--- config.mk ---
export PLATFORM = sky130hd
export DESIGN_NAME = hazard_scoreboard_ctrl
export DESIGN_NICKNAME = d
export VERILOG_FILES = /design/src/rtl/hazard_pkg.sv /design/src/rtl/sb_slot_table.sv /design/src/rtl/hazard_scoreboard_ctrl.sv
export SDC_FILE = /design/constraint.sdc
export NUM_CORES = 1
export LEC_CHECK = 0
export CAP_MARGIN = 0
export CORE_ASPECT_RATIO = 0.5
export CORE_MARGIN = 5
export CORE_UTILIZATION = 46
export DETAILED_ROUTE_END_ITERATION = 16
export GPL_TIMING_DRIVEN = 0
export PLACE_DENSITY = 0.79
export SKIP_CTS_REPAIR_TIMING = 1
export SLEW_MARGIN = 20
export SYNTH_ARGS = -nofsm -noshare
export SYNTH_HDL_FRONTEND = slang
export SYNTH_SLANG_ARGS = --single-unit
--- constraint.sdc ---
create_clock -name clk -period 3.3 [get_ports clk]
set_input_delay 0.825 -clock clk [delete_from_list [all_inputs] [get_ports clk]]
set_output_delay 0.825 -clock clk [all_outputs]
set_load 0.005 [all_outputs]
--- src/rtl/hazard_pkg.sv ---
// Shared types for the scoreboard hazard controller: slot entries, pipeline
// control bundle and the priority-encoded control mode.
package hazard_pkg;

  localparam int NUM_SLOTS_DEFAULT = 4;

  typedef struct packed {
    logic       valid;
    logic [4:0] rd;
  } slot_t;

  typedef struct packed {
    logic pc_en;
    logic if_id_en;
    logic id_exe_en;
    logic exe_mem_en;
    logic mem_wb_en;
    logic if_id_clr;
    logic id_exe_clr;
    logic exe_mem_clr;
    logic mem_wb_clr;
  } pipe_ctrl_t;

  typedef enum logic [2:0] {
    PC_TRAP,
    PC_BRANCH,
    PC_EXT_STALL,
    PC_ID_STALL,
    PC_RUN
  } pipe_mode_e;

  // Bit order is {pc, if_id, id_exe, exe_mem, mem_wb enables, then the four clears}
  localparam pipe_ctrl_t CTRL_RESET = pipe_ctrl_t'({5'b00000, 4'b1111});

  function automatic pipe_ctrl_t mode_ctrl(input pipe_mode_e mode);
    pipe_ctrl_t c;
    unique case (mode)
      PC_TRAP:      c = pipe_ctrl_t'({5'b11111, 4'b1111});
      PC_BRANCH:    c = pipe_ctrl_t'({5'b11111, 4'b1110});
      PC_EXT_STALL: c = pipe_ctrl_t'({5'b00000, 4'b0000});
      PC_ID_STALL:  c = pipe_ctrl_t'({5'b00111, 4'b0100});
      default:      c = pipe_ctrl_t'({5'b11111, 4'b0000});
    endcase
    return c;
  endfunction

  function automatic logic slot_match(input slot_t s, input logic [4:0] r);
    return s.valid && (s.rd == r) && (r != 5'd0);
  endfunction

endpackage

--- src/rtl/sb_slot_table.sv ---
// Outstanding long-latency writeback table: allocation, completion, free-slot
// encoder, occupancy count and register match queries.
module sb_slot_table
  import hazard_pkg::*;
#(
  parameter int NUM_SLOTS = NUM_SLOTS_DEFAULT,
  parameter int TAG_W     = (NUM_SLOTS > 1) ? $clog2(NUM_SLOTS) : 1
) (
  input  logic             clk,
  input  logic             reset_n,
  input  logic             i_issue,
  input  logic [4:0]       i_issue_rd,
  output logic [TAG_W-1:0] o_free_tag,
  input  logic             i_done,
  input  logic [TAG_W-1:0] i_done_tag,
  input  logic [4:0]       i_q_rs1,
  input  logic [4:0]       i_q_rs2,
  input  logic [4:0]       i_q_rd,
  output logic             o_m_rs1,
  output logic             o_m_rs2,
  output logic             o_m_rd,
  output logic             o_full,
  output logic [TAG_W:0]   o_busy_count
);

  slot_t                r_slots [NUM_SLOTS];
  logic [NUM_SLOTS-1:0] w_valid;
  logic [TAG_W-1:0]     w_free_tag;
  logic [TAG_W:0]       w_busy;
  logic                 w_full;
  logic                 w_done_hit;
  logic                 w_m_rs1, w_m_rs2, w_m_rd;

  always_comb begin
    w_valid    = '0;
    w_free_tag = '0;
    w_busy     = '0;
    w_done_hit = 1'b0;
    w_m_rs1    = 1'b0;
    w_m_rs2    = 1'b0;
    w_m_rd     = 1'b0;
    // Descending scan so the lowest-index free slot is the last one written
    for (int i = NUM_SLOTS - 1; i >= 0; i--) begin
      w_valid[i] = r_slots[i].valid;
      if (!r_slots[i].valid) w_free_tag = TAG_W'(i);
      w_busy     = w_busy + {{TAG_W{1'b0}}, r_slots[i].valid};
      w_done_hit = w_done_hit | (r_slots[i].valid && i_done_tag == TAG_W'(i));
      w_m_rs1    = w_m_rs1 | slot_match(r_slots[i], i_q_rs1);
      w_m_rs2    = w_m_rs2 | slot_match(r_slots[i], i_q_rs2);
      w_m_rd     = w_m_rd  | slot_match(r_slots[i], i_q_rd);
    end
  end

  assign w_full = &w_valid;

  // NOTE: the whole table is reset, not just valid, so rd never carries X into the match compare.
  always_ff @(posedge clk or negedge reset_n) begin
    if (!reset_n) begin
      for (int i = 0; i < NUM_SLOTS; i++) r_slots[i] <= '{valid: 1'b0, rd: 5'd0};
    end else begin
      // NOTE: non-blocking, so a later issue to the same slot wins over the done clear in this loop.
      for (int i = 0; i < NUM_SLOTS; i++) begin
        if (i_done && i_done_tag == TAG_W'(i)) r_slots[i].valid <= 1'b0;
        if (i_issue && !w_full && w_free_tag == TAG_W'(i))
          r_slots[i] <= '{valid: 1'b1, rd: i_issue_rd};
      end
    end
  end

  a_issue_when_full: assert property (@(posedge clk) disable iff (!reset_n)
    !(i_issue && w_full));
  a_done_to_free_slot: assert property (@(posedge clk) disable iff (!reset_n)
    !(i_done && !w_done_hit));

  assign o_free_tag   = w_free_tag;
  assign o_full       = w_full;
  assign o_busy_count = w_busy;
  assign o_m_rs1      = w_m_rs1;
  assign o_m_rs2      = w_m_rs2;
  assign o_m_rd       = w_m_rd;

endmodule

--- src/rtl/hazard_scoreboard_ctrl.sv ---
// ID-stage hazard detection over the long-op scoreboard plus prioritised
// pipeline enable/clear generation and a saturating stall-cycle counter.
module hazard_scoreboard_ctrl
  import hazard_pkg::*;
#(
  parameter int NUM_SLOTS = NUM_SLOTS_DEFAULT,
  parameter int TAG_W     = (NUM_SLOTS > 1) ? $clog2(NUM_SLOTS) : 1,
  parameter int CNT_W     = 32
) (
  input  logic             clk,
  input  logic             reset_n,
  input  logic             id_valid,
  input  logic [4:0]       id_rs1,
  input  logic [4:0]       id_rs2,
  input  logic             id_use_rs1,
  input  logic             id_use_rs2,
  input  logic [4:0]       id_rd,
  input  logic             id_reg_write,
  input  logic             id_long_op,
  input  logic             exe_mem_read,
  input  logic [4:0]       exe_rd,
  input  logic             lo_issue,
  input  logic [4:0]       lo_issue_rd,
  output logic [TAG_W-1:0] lo_issue_tag,
  input  logic             lo_done,
  input  logic [TAG_W-1:0] lo_done_tag,
  input  logic             pc_sel_mem,
  input  logic             trap_flush,
  input  logic             stall_pipl,
  output logic             pc_reg_en,
  output logic             if_id_reg_en,
  output logic             id_exe_reg_en,
  output logic             exe_mem_reg_en,
  output logic             mem_wb_reg_en,
  output logic             if_id_reg_clr,
  output logic             id_exe_reg_clr,
  output logic             exe_mem_reg_clr,
  output logic             mem_wb_reg_clr,
  output logic             sb_full,
  output logic [TAG_W:0]   sb_busy_count,
  output logic [CNT_W-1:0] stall_cycles
);

  logic             w_m_rs1, w_m_rs2, w_m_rd;
  logic             w_raw, w_waw, w_load, w_struct, w_id_stall;
  pipe_mode_e       w_mode;
  pipe_ctrl_t       w_ctrl;
  logic [CNT_W-1:0] r_stall_cycles;

  sb_slot_table #(.NUM_SLOTS(NUM_SLOTS), .TAG_W(TAG_W)) u_slots (
    .clk          (clk),
    .reset_n      (reset_n),
    .i_issue      (lo_issue),
    .i_issue_rd   (lo_issue_rd),
    .o_free_tag   (lo_issue_tag),
    .i_done       (lo_done),
    .i_done_tag   (lo_done_tag),
    .i_q_rs1      (id_rs1),
    .i_q_rs2      (id_rs2),
    .i_q_rd       (id_rd),
    .o_m_rs1      (w_m_rs1),
    .o_m_rs2      (w_m_rs2),
    .o_m_rd       (w_m_rd),
    .o_full       (sb_full),
    .o_busy_count (sb_busy_count)
  );

  assign w_raw      = (id_use_rs1 && w_m_rs1) || (id_use_rs2 && w_m_rs2);
  assign w_waw      = id_reg_write && w_m_rd;
  assign w_load     = exe_mem_read && (exe_rd != 5'd0) &&
                      ((id_use_rs1 && exe_rd == id_rs1) || (id_use_rs2 && exe_rd == id_rs2));
  assign w_struct   = id_long_op && sb_full;
  assign w_id_stall = id_valid && (w_raw || w_waw || w_load || w_struct);

  // NOTE: default first so every path assigns w_mode and no latch is inferred.
  always_comb begin
    w_mode = PC_RUN;
    if (trap_flush)      w_mode = PC_TRAP;
    else if (pc_sel_mem) w_mode = PC_BRANCH;
    else if (stall_pipl) w_mode = PC_EXT_STALL;
    else if (w_id_stall) w_mode = PC_ID_STALL;
  end

  assign w_ctrl = reset_n ? mode_ctrl(w_mode) : CTRL_RESET;

  assign pc_reg_en       = w_ctrl.pc_en;
  assign if_id_reg_en    = w_ctrl.if_id_en;
  assign id_exe_reg_en   = w_ctrl.id_exe_en;
  assign exe_mem_reg_en  = w_ctrl.exe_mem_en;
  assign mem_wb_reg_en   = w_ctrl.mem_wb_en;
  assign if_id_reg_clr   = w_ctrl.if_id_clr;
  assign id_exe_reg_clr  = w_ctrl.id_exe_clr;
  assign exe_mem_reg_clr = w_ctrl.exe_mem_clr;
  assign mem_wb_reg_clr  = w_ctrl.mem_wb_clr;

  always_ff @(posedge clk or negedge reset_n) begin
    if (!reset_n)
      r_stall_cycles <= '0;
    else if (!w_ctrl.pc_en && r_stall_cycles != {CNT_W{1'b1}})
      r_stall_cycles <= r_stall_cycles + CNT_W'(1);
  end

  assign stall_cycles = r_stall_cycles;

endmodule

==> out/results.tsv, run 1 <==
metric	value	unit
wirelength, routed	8.97	mm
mapped cell area	3640	µm²
Clock Skews	0.00635	ns
FFs w/ async S/R, synth	100	%
wire per inst	16.6	µm
data arrival time at the worst-slack endpoint	2.60	ns
Avg Cell Area, Syn	10.5	µm²
placer congestion estimate	0.853	
Primary FF master, synth	sky130_fd_sc_hd__dfrtp_1	
total nets after synthesis	392	
Peak supply drop	0.000358	V
distinct cell type count of the synthesized netlist	42	
power per unit of standard cell area	579	nW/µm²
most common cell after layout, fill and taps aside	sky130_fd_sc_hd__clkdlybuf4s50_1	
number of fillers in the final layout	625	
antenna violations before repair	0	
Total Die Area	9900	µm²
aggregate global-route resource usage	17.9	%
DR pass1 iterations	4	
relative slew slack	63.1	%
met1 demand-to-capacity share in global routing	24.8	%
failing checks	negative setup slack	
clock latency on the worst-skew pair	0.29	ns
growth of design area from synthesis to finish	31.1	%
setup repair after global routing missed its margin	true	
combined buffer and inverter count along the critical path	4	
depth of the CTS H-tree	2	
clock buffer count from CTS	5	
flop2flop setup slack	0.49	ns
total count of hold-check failures in the final report	0	
Ys Warns	0	
family with the most delay on the worst path	compound AO/OA/AOI/OAI gates	
final antenna diode count	0	
count of mapped cells out of synthesis	347	
highest clock frequency the design can meet	292	MHz
result of the run	complete, but fails checks	
post-detailed-route DRC marker count	0	
count of nets after finishing	477	
highest-utilization routing layer at the global route stage	met2	
CP peak stage delay	0.51	ns
Pwr Total	2.76	mW
reg2reg path depth	11	
DR vias	2846	
proportion of layout cells with a drive suffix above 1	19.7	%
sum of negative setup slack	-0.218	ns
buffers from clock root to sink, at most	2	
number of global-route vias before repair	2852	
post-layout min period	3.43	ns
worst reg2reg startpoint	u_slots.r_slots[15]$_DFFE_PN0P_	
measured slew at the worst slew-check pin	0.551	ns
Crit path top cell by count	sky130_fd_sc_hd__buf_6	
register area share after synthesis	38.5	%
endpoint of the lowest-slack register-to-register path	stall_cycles[14]$_DFFE_PN0P_	
maximum net fanout on the critical path	3	
number of pins exceeding their max-slew limit in the final report	0	
# setup viols final	2	
classification of the worst setup path	input port to output port	
DIE HEIGHT	72.9	µm
leading cell types in the layout, fill and taps excluded	sky130_fd_sc_hd__clkdlybuf4s50_1 (62), sky130_fd_sc_hd__xor2_1 (57), sky130_fd_sc_hd__dfrtp_1 (56), sky130_fd_sc_hd__xnor2_1 (43), sky130_fd_sc_hd__nand3_1 (23)	
type of origin of the critical path	input port	
leftover overflow at the end of global routing	0	
Critical Path End Type	output port	
number of enable-type register cells in the synthesized netlist	0	
Seq cells post-synth	56	
CTS tree	done	
summed area of non-filler cells in the final layout	4770	µm²
top-level I/O count	87	
GR met2 Demand/Resource	28.4	%
vias per cell	5.27	
DP HPWL	6.59	mm
cell at the root of the clock tree	sky130_fd_sc_hd__clkbuf_16	
required time of the critical path	2.47	ns
clock-pin slew of the registers on the worst-case setup and hold paths	0.07	ns
antenna viol nets, final	0	
slowest library cell on the worst path	sky130_fd_sc_hd__or4_4	
total number of placement rows	22	
least setup slack across all paths after layout	-0.126	ns
cell-by-cell listing of the critical path	buf_12 > or4_4 > o21a_1 > a221o_1 > o211ai_2 > nand2_2 > inv_2 > buf_6 > buf_6	
number of violations of the max-capacitance limit	0	
path type of the worst min-delay path	input port to async pin	
global-route wire length before repair	14.2	mm
chip width	136	µm
largest net degree at the start of global routing	60	
total of buffers placed on input and output ports	71	
fin crit share	104	%
core footprint	7510	µm²
number of clock sinks	56	
initial drt markers	147	
LEAKAGE	1.99	nW
instance area at placement	4490	µm²
effective utilization at floorplan	48.4	%
met3 global-route usage	3.79	%
-- synthesized netlist by cell type (8+ instances only) --
master | n | share of area [%]
sky130_fd_sc_hd__nand3_1 | 23 | 3.2
sky130_fd_sc_hd__nand2_1 | 17 | 1.8
sky130_fd_sc_hd__nor4_1 | 14 | 2.4
sky130_fd_sc_hd__nand4_1 | 18 | 3.1
sky130_fd_sc_hd__xnor2_1 | 43 | 10
sky130_fd_sc_hd__xor2_1 | 57 | 14
sky130_fd_sc_hd__and3_1 | 13 | 2.2
sky130_fd_sc_hd__mux2_2 | 22 | 6.8
sky130_fd_sc_hd__dfrtp_1 | 56 | 39
sky130_fd_sc_hd__nor2_1 | 8 | 0.83
sky130_fd_sc_hd__buf_4 | 8 | 1.7
-- registers in the layout (all words and copies together), names as in the netlist --
register / cells
stall_cycles: 32
u_slots.r_slots: 24
-- layer usage --
layer  vias up  routed length [µm]
met5         -                   0
li1       1380                   -
met1      1382                4120
met4         0                  80
met2        78                4250
met3         6                 514
-- layout make-up --
class / instances / area [µm²] / share of cell area, %
multi-input cells: 260 / 2080 / 43.6
flip-flops and latches: 56 / 1400 / 29.4
repair buffers: 78 / 769 / 16.1
plain buffers: 25 / 225 / 4.72
well taps: 108 / 135 / 2.83
clock buffers: 5 / 125 / 2.62
inverters: 6 / 22.5 / 0.472
clock inverters: 2 / 12.5 / 0.262
-- through the flow --
stage	util [%]	instances	worst slack, ns	hold slack (ns)
finish	63.5	540	-0.126	0.491
global route	63.5	540	-0.175	0.507
CTS	61.6	533	-1.07	0.495
detailed placement	59.7	526	-1.04	0.478
global placement	59.8	526	-2.54	0.478
floorplan	-	347	0.00647	0.480
-- power by group --
part           leakage (nW)  switching, mW  internal [mW]
registers             0.716          0.292          0.859
logic                  1.20          0.463          0.640
clock network        0.0657          0.230          0.276
total                  1.99          0.985           1.78
-- worst max-delay path by stage --
stage                     slack, ns       from  cells after the start         to
after detailed placement      -1.04  exe_rd[1]                     10  pc_reg_en
final                         -0.13  id_rs1[1]                      9  pc_reg_en
after global placement        -2.54    reset_n                      6  pc_reg_en
after global routing          -0.18  id_rs1[1]                      9  pc_reg_en
after CTS                     -1.07  exe_rd[1]                     10  pc_reg_en
after floorplan               0.006  id_rs1[1]                      8  pc_reg_en
-- logic make-up after synthesis --
| group | synth area share [%] |
|---|---|
| compound gates | 4.13 |
| mux | 6.81 |
| simple gates | 18.6 |
| flops | 38.5 |
| fa+ha+maj | 1.93 |
| xor+xnor | 24.1 |
| buf+inv | 5.95 |
-- worst register-to-register path: cells and delay by family (launching register included) --
kind | cells | cell delay, ns
simple gates | 4 | 0.84
compound gates | 3 | 0.67
flops | 1 | 0.44
buf+inv | 2 | 0.39
xor+xnor | 2 | 0.36
Power figures use the tool's default switching activity.
==> run 2: changes to the inputs <==
REMOVE_ABC_BUFFERS = 1   (was unset)
==> out/results.tsv, run 2 (same netlist as run 1, synthesis figures left out) <==
metric	value	unit	change
proportion of power drawn by the clock network	19.3	%	+1.0 points
hold_ws	0.336	ns	-0.154 ns
wirelength, routed	8.84	mm	-1.4%
core footprint	7510	µm²	unchanged
data arrival time at the worst-slack endpoint	2.73	ns	+0.13 ns
internal power	1.80	mW	+1.2%
DP HPWL	6.35	mm	-3.7%
launching element of the worst setup path	id_rs1[1]		
required time of the critical path	2.47	ns	about the same
antenna violations before repair	0		unchanged
cell-by-cell listing of the critical path	buf_12 > or4_4 > o21a_1 > a221o_1 > buf_6 > o211ai_4 > nand2_2 > inv_2 > clkbuf_2		
number of global-route vias before repair	2834		-0.63%
chip width	136	µm	unchanged
growth of design area from synthesis to finish	29.7	%	
Pwr Total	2.78	mW	+0.74%
post-layout instance count excluding filler cells	532		-1.5%
# setup viols final	2		unchanged
highest clock frequency the design can meet	281	MHz	-3.6%
switching power	0.984	mW	about the same
sum of negative setup slack	-0.490	ns	-0.272 ns
DIE HEIGHT	72.9	µm	unchanged
Peak supply drop	0.000410	V	+15%
most common cell after layout, fill and taps aside	sky130_fd_sc_hd__clkdlybuf4s50_1		
measured slew at the worst slew-check pin	0.956	ns	+0.405 ns
placer congestion estimate	0.778		-8.8%
aggregate global-route resource usage	17.9	%	-0.020 points
Critical Path End Type	output port		
effective utilization at floorplan	48.4	%	unchanged
power share of the sequential group	41.7	%	about the same
total of buffers placed on input and output ports	86		+21%
classification of the worst setup path	input port to output port		
global-route wire length before repair	14.2	mm	-0.19%
total count of hold-check failures in the final report	0		unchanged
total number of placement rows	22		unchanged
maximum net fanout on the critical path	6		+3
number of clock sinks	56		unchanged
clock-pin slew of the registers on the worst-case setup and hold paths	0.07	ns	about the same
total placed cells including tap cells	517		-1.7%
initial drt markers	195		+33%
failing checks	negative setup slack		
setup repair after global routing missed its margin	true		
antenna viol nets, final	0		unchanged
Total Die Area	9900	µm²	unchanged
depth of the CTS H-tree	2		unchanged
leftover overflow at the end of global routing	0		unchanged
CP peak stage delay	0.52	ns	about the same
proportion of layout cells with a drive suffix above 1	20.0	%	+0.37 points
least setup slack across all paths after layout	-0.255	ns	-0.129 ns
largest net degree at the start of global routing	55		-8.3%
leading cell types in the layout, fill and taps excluded	sky130_fd_sc_hd__clkdlybuf4s50_1 (62), sky130_fd_sc_hd__xor2_1 (57), sky130_fd_sc_hd__dfrtp_1 (56), sky130_fd_sc_hd__xnor2_1 (43), sky130_fd_sc_hd__nand3_1 (23)		
buffers from clock root to sink, at most	2		unchanged
Clock Skews	0.00565	ns	-0.000697 ns
number of pins exceeding their max-slew limit in the final report	0		unchanged
DR pass1 iterations	4		unchanged
post-detailed-route DRC marker count	0		unchanged
clock latency on the worst-skew pair	0.29	ns	about the same
vias per cell	5.30		+0.61%
slowest library cell on the worst path	sky130_fd_sc_hd__or4_4		
combined buffer and inverter count along the critical path	4		unchanged
result of the run	complete, but fails checks		
top-level I/O count	87		unchanged
path type of the worst min-delay path	input port to async pin		
fin crit share	108	%	+3.9 points
DR vias	2821		-0.88%
count of nets after finishing	468		-1.9%
wire per inst	16.6	µm	about the same
worst reg2reg startpoint	u_slots.r_slots[0]$_DFFE_PN0P_		
relative slew slack	36.1	%	-27 points
type of origin of the critical path	input port		
dpl ws	-1.26	ns	-0.220 ns
clock buffer count from CTS	5		unchanged
family with the most delay on the worst path	compound AO/OA/AOI/OAI gates		
post-layout min period	3.55	ns	+0.129 ns
Comb power frac	39.0	%	-1.0 points
switching power share of the total	35.4	%	-0.28 points
number of violations of the max-capacitance limit	0		unchanged
LEAKAGE	1.95	nW	-2.0%
cell at the root of the clock tree	sky130_fd_sc_hd__clkbuf_16		
final antenna diode count	0		unchanged
power per unit of standard cell area	589	nW/µm²	+1.8%
max FFs per register	32		unchanged
CTS tree	done		
## run 2: stage by stage
stage / util (%) / cell area (µm²)
2_1_floorplan: - / 3440
3_3_place_gp: 59.1 / 4440
3_5_place_dp: 59.4 / 4470
4_1_cts: 61.4 / 4620
5_1_grt: 62.8 / 4720
6_report: 62.8 / 4720
## run 2: area by class of cell
type	count	area (µm²)
clock buffers	7	143
clock inverters	1	7.51
fillers	614	2800
inverters	6	22.5
multi-input cells	260	2110
flip-flops and latches	56	1400
well taps	108	135
repair buffers	94	896
## run 2: metal layers
| metal | global-route usage (%) | part of all wire (%) |
|---|---|---|
| met1 | 24.0 | 46 |
| met5 | 0 | 0 |
| met2 | 29.6 | 48 |
| met3 | 3.37 | 4.4 |
| met4 | 5.92 | 1.6 |
## run 2: final timing paths
check                      cells after the start  slack (ns)                               to
setup / recovery                               9       -0.25                        pc_reg_en
hold / removal                                 1        0.34      stall_cycles[1]$_DFFE_PN0P_
setup reg to reg                              10        0.34     stall_cycles[19]$_DFFE_PN0P_
hold reg to reg                                1        0.48     stall_cycles[30]$_DFFE_PN0P_
max in group asynchronous                      2        2.50  u_slots.r_slots[23]$_DFFE_PN0P_
min in group clk                               1        0.48     stall_cycles[30]$_DFFE_PN0P_
## run 2: power by group through the flow
stage	sequential (mW)	clock, mW	combinational, mW
3_5_place_dp	1.16	0	1.01
4_1_cts	1.15	0.550	1.03
6_report	1.16	0.537	1.09
3_3_place_gp	1.16	0	0.984
5_1_grt	1.19	0.577	1.20
2_1_floorplan	1.09	0	0.630
==> run 3: changes to the inputs <==
GPL_TIMING_DRIVEN = unset   (was 0)
==> out/results.tsv, run 3 (same netlist as run 1, synthesis figures left out) <==
metric	value	unit	change
initial drt markers	164		-16%
antenna viol nets, final	0		unchanged
total of buffers placed on input and output ports	86		unchanged
# setup viols final	2		unchanged
number of fillers in the final layout	605		-1.5%
Clock Skews	0.00405	ns	-0.00160 ns
cell-by-cell listing of the critical path	buf_6 > or4_1 > o21a_1 > a221o_1 > o211ai_2 > nand2_2 > inv_2 > buf_6		
buffers from clock root to sink, at most	2		unchanged
Total Die Area	9900	µm²	unchanged
growth of design area from synthesis to finish	37.8	%	
DR vias	2954		+4.7%
max FFs per register	32		unchanged
clock latency on the worst-skew pair	0.29	ns	about the same
number of violations of the max-capacitance limit	0		unchanged
antenna violations before repair	0		unchanged
data arrival time at the worst-slack endpoint	2.53	ns	-0.20 ns
top-level I/O count	87		unchanged
least setup slack across all paths after layout	-0.0513	ns	+0.203 ns
core footprint	7510	µm²	unchanged
total number of placement rows	22		unchanged
post-layout instance count excluding filler cells	560		+5.3%
CP peak stage delay	0.52	ns	about the same
clock buffer count from CTS	5		unchanged
wirelength, routed	9.57	mm	+8.2%
count of nets after finishing	496		+6.0%
aggregate global-route resource usage	19.5	%	+1.6 points
hold_sp	stall_cycles[21]$_DFFE_PN0P_		
Critical Path End Type	output port		
leftover overflow at the end of global routing	0		unchanged
placer congestion estimate	0.919		+18%
relative slew slack	37.1	%	+1.0 points
number of pins exceeding their max-slew limit in the final report	0		unchanged
clock-pin slew of the registers on the worst-case setup and hold paths	0.07	ns	about the same
final core occ	66.7	%	+3.9 points
number of clock sinks	56		unchanged
post-detailed-route DRC marker count	0		unchanged
total placed cells including tap cells	549		+6.2%
number of cells traversed by the worst hold path	1		
cell at the root of the clock tree	sky130_fd_sc_hd__clkbuf_16		
power per unit of standard cell area	587	nW/µm²	-0.37%
failing checks	negative setup slack		
result of the run	complete, but fails checks		
DP HPWL	7.00	mm	+10%
fin crit share	102	%	-6.2 points
worst hold endpoint	stall_cycles[21]$_DFFE_PN0P_		
type of origin of the critical path	input port		
largest net degree at the start of global routing	31		-44%
Crit path top cell by count	sky130_fd_sc_hd__buf_6		
required time of the critical path	2.47	ns	about the same
worst reg2reg startpoint	u_slots.r_slots[6]$_DFFE_PN0P_		
post-layout min period	3.35	ns	-0.203 ns
DR pass1 iterations	4		unchanged
depth of the CTS H-tree	2		unchanged
Pwr Total	2.94	mW	+5.8%
effective utilization at floorplan	48.4	%	unchanged
proportion of layout cells with a drive suffix above 1	25.2	%	+5.2 points
chip width	136	µm	unchanged
sum of negative setup slack	-0.100	ns	+0.389 ns
number of global-route vias before repair	3108		+9.7%
final antenna diode count	0		unchanged
Peak supply drop	0.000382	V	-6.8%
hold_ws	0.492	ns	+0.155 ns
wire per inst	17.1	µm	+2.8%
DIE HEIGHT	72.9	µm	unchanged
vias per cell	5.28		-0.52%
most common cell after layout, fill and taps aside	sky130_fd_sc_hd__clkdlybuf4s50_1		
CTS tree	done		
endpoint of the lowest-slack register-to-register path	stall_cycles[1]$_DFFE_PN0P_		
highest clock frequency the design can meet	298	MHz	+6.1%
slowest library cell on the worst path	sky130_fd_sc_hd__or4_1		
classification of the worst setup path	input port to output port		
setup repair after global routing missed its margin	true		
measured slew at the worst slew-check pin	0.941	ns	-0.0154 ns
maximum net fanout on the critical path	2		-4
LEAKAGE	2.14	nW	+10%
reg2reg path depth	11		+1
launching element of the worst setup path	id_rs1[3]		
global-route wire length before repair	15.4	mm	+8.7%
leading cell types in the layout, fill and taps excluded	sky130_fd_sc_hd__clkdlybuf4s50_1 (62), sky130_fd_sc_hd__dfrtp_1 (56), sky130_fd_sc_hd__xor2_1 (48), sky130_fd_sc_hd__xnor2_1 (43), sky130_fd_sc_hd__buf_4 (31)		
path type of the worst min-delay path	register to register		
flop2flop setup slack	0.49	ns	+0.15 ns
total count of hold-check failures in the final report	0		unchanged
==> run 3: cell types whose count changed in the layout (fill, tap and decap cells not counted), sizes merged <==
| cell | previous run | this run |
|---|---|---|
| clkbuf | 19 | 14 |
| clkinv | 0 | 1 |
| buf | 16 | 42 |
| dlymetal6s2s | 4 | 9 |
| bufinv | 0 | 1 |
==> run 3: worst max-delay path, delay by kind of cell <==
kind	cells	cell delay [ns]
AOI/OAI and AO/OA	3	0.78
and+or+nand+nor	2	0.62
buffers and inverters	3	0.29
==> run 3: per-layer routing <==
metal | global-route usage [%] | part of all wire [%] | vias to the layer above
met2 | 31.9 | 49 | 100
met3 | 4.06 | 6.1 | 8
met4 | 4.80 | 0.83 | 0
met1 | 26.7 | 44 | 1447
li1 | - | - | 1399
met5 | 0 | 0 | -
==> run 3: worst max path at each step <==
stage	slack, ns	depth (start not counted)	endpoint
after global placement	-0.83	9	id_exe_reg_clr
after detailed placement	-0.84	10	pc_reg_en
after CTS	-0.86	10	pc_reg_en
after floorplan	0.13	6	if_id_reg_en
after global routing	-0.12	8	pc_reg_en
final	-0.05	8	pc_reg_en
==> run 3: layout make-up <==
| cell class | instances | area, µm² | share of cell area, % |
|---|---|---|---|
| clock buffers | 5 | 125 | 2.50 |
| clock inverters | 3 | 42.5 | 0.849 |
| multi-input cells | 260 | 2160 | 43.1 |
| inverters | 6 | 22.5 | 0.449 |
| flip-flops and latches | 56 | 1400 | 28.0 |
| repair buffers | 122 | 1130 | 22.5 |
| well taps | 108 | 135 | 2.70 |
==> run 3: report_power, final <==
| group | internal (mW) | switching, mW |
|---|---|---|
| clock network | 0.357 | 0.246 |
| logic | 0.676 | 0.479 |
| registers | 0.858 | 0.327 |
| total | 1.89 | 1.05 |
==> run 3: metrics by stage <==
step | setup WS (ns) | instance area (µm²)
finish | -0.0513 | 5010
global route | -0.120 | 5010
CTS | -0.865 | 4850
detailed placement | -0.844 | 4680
global placement | -0.828 | 4680
floorplan | 0.128 | 3440
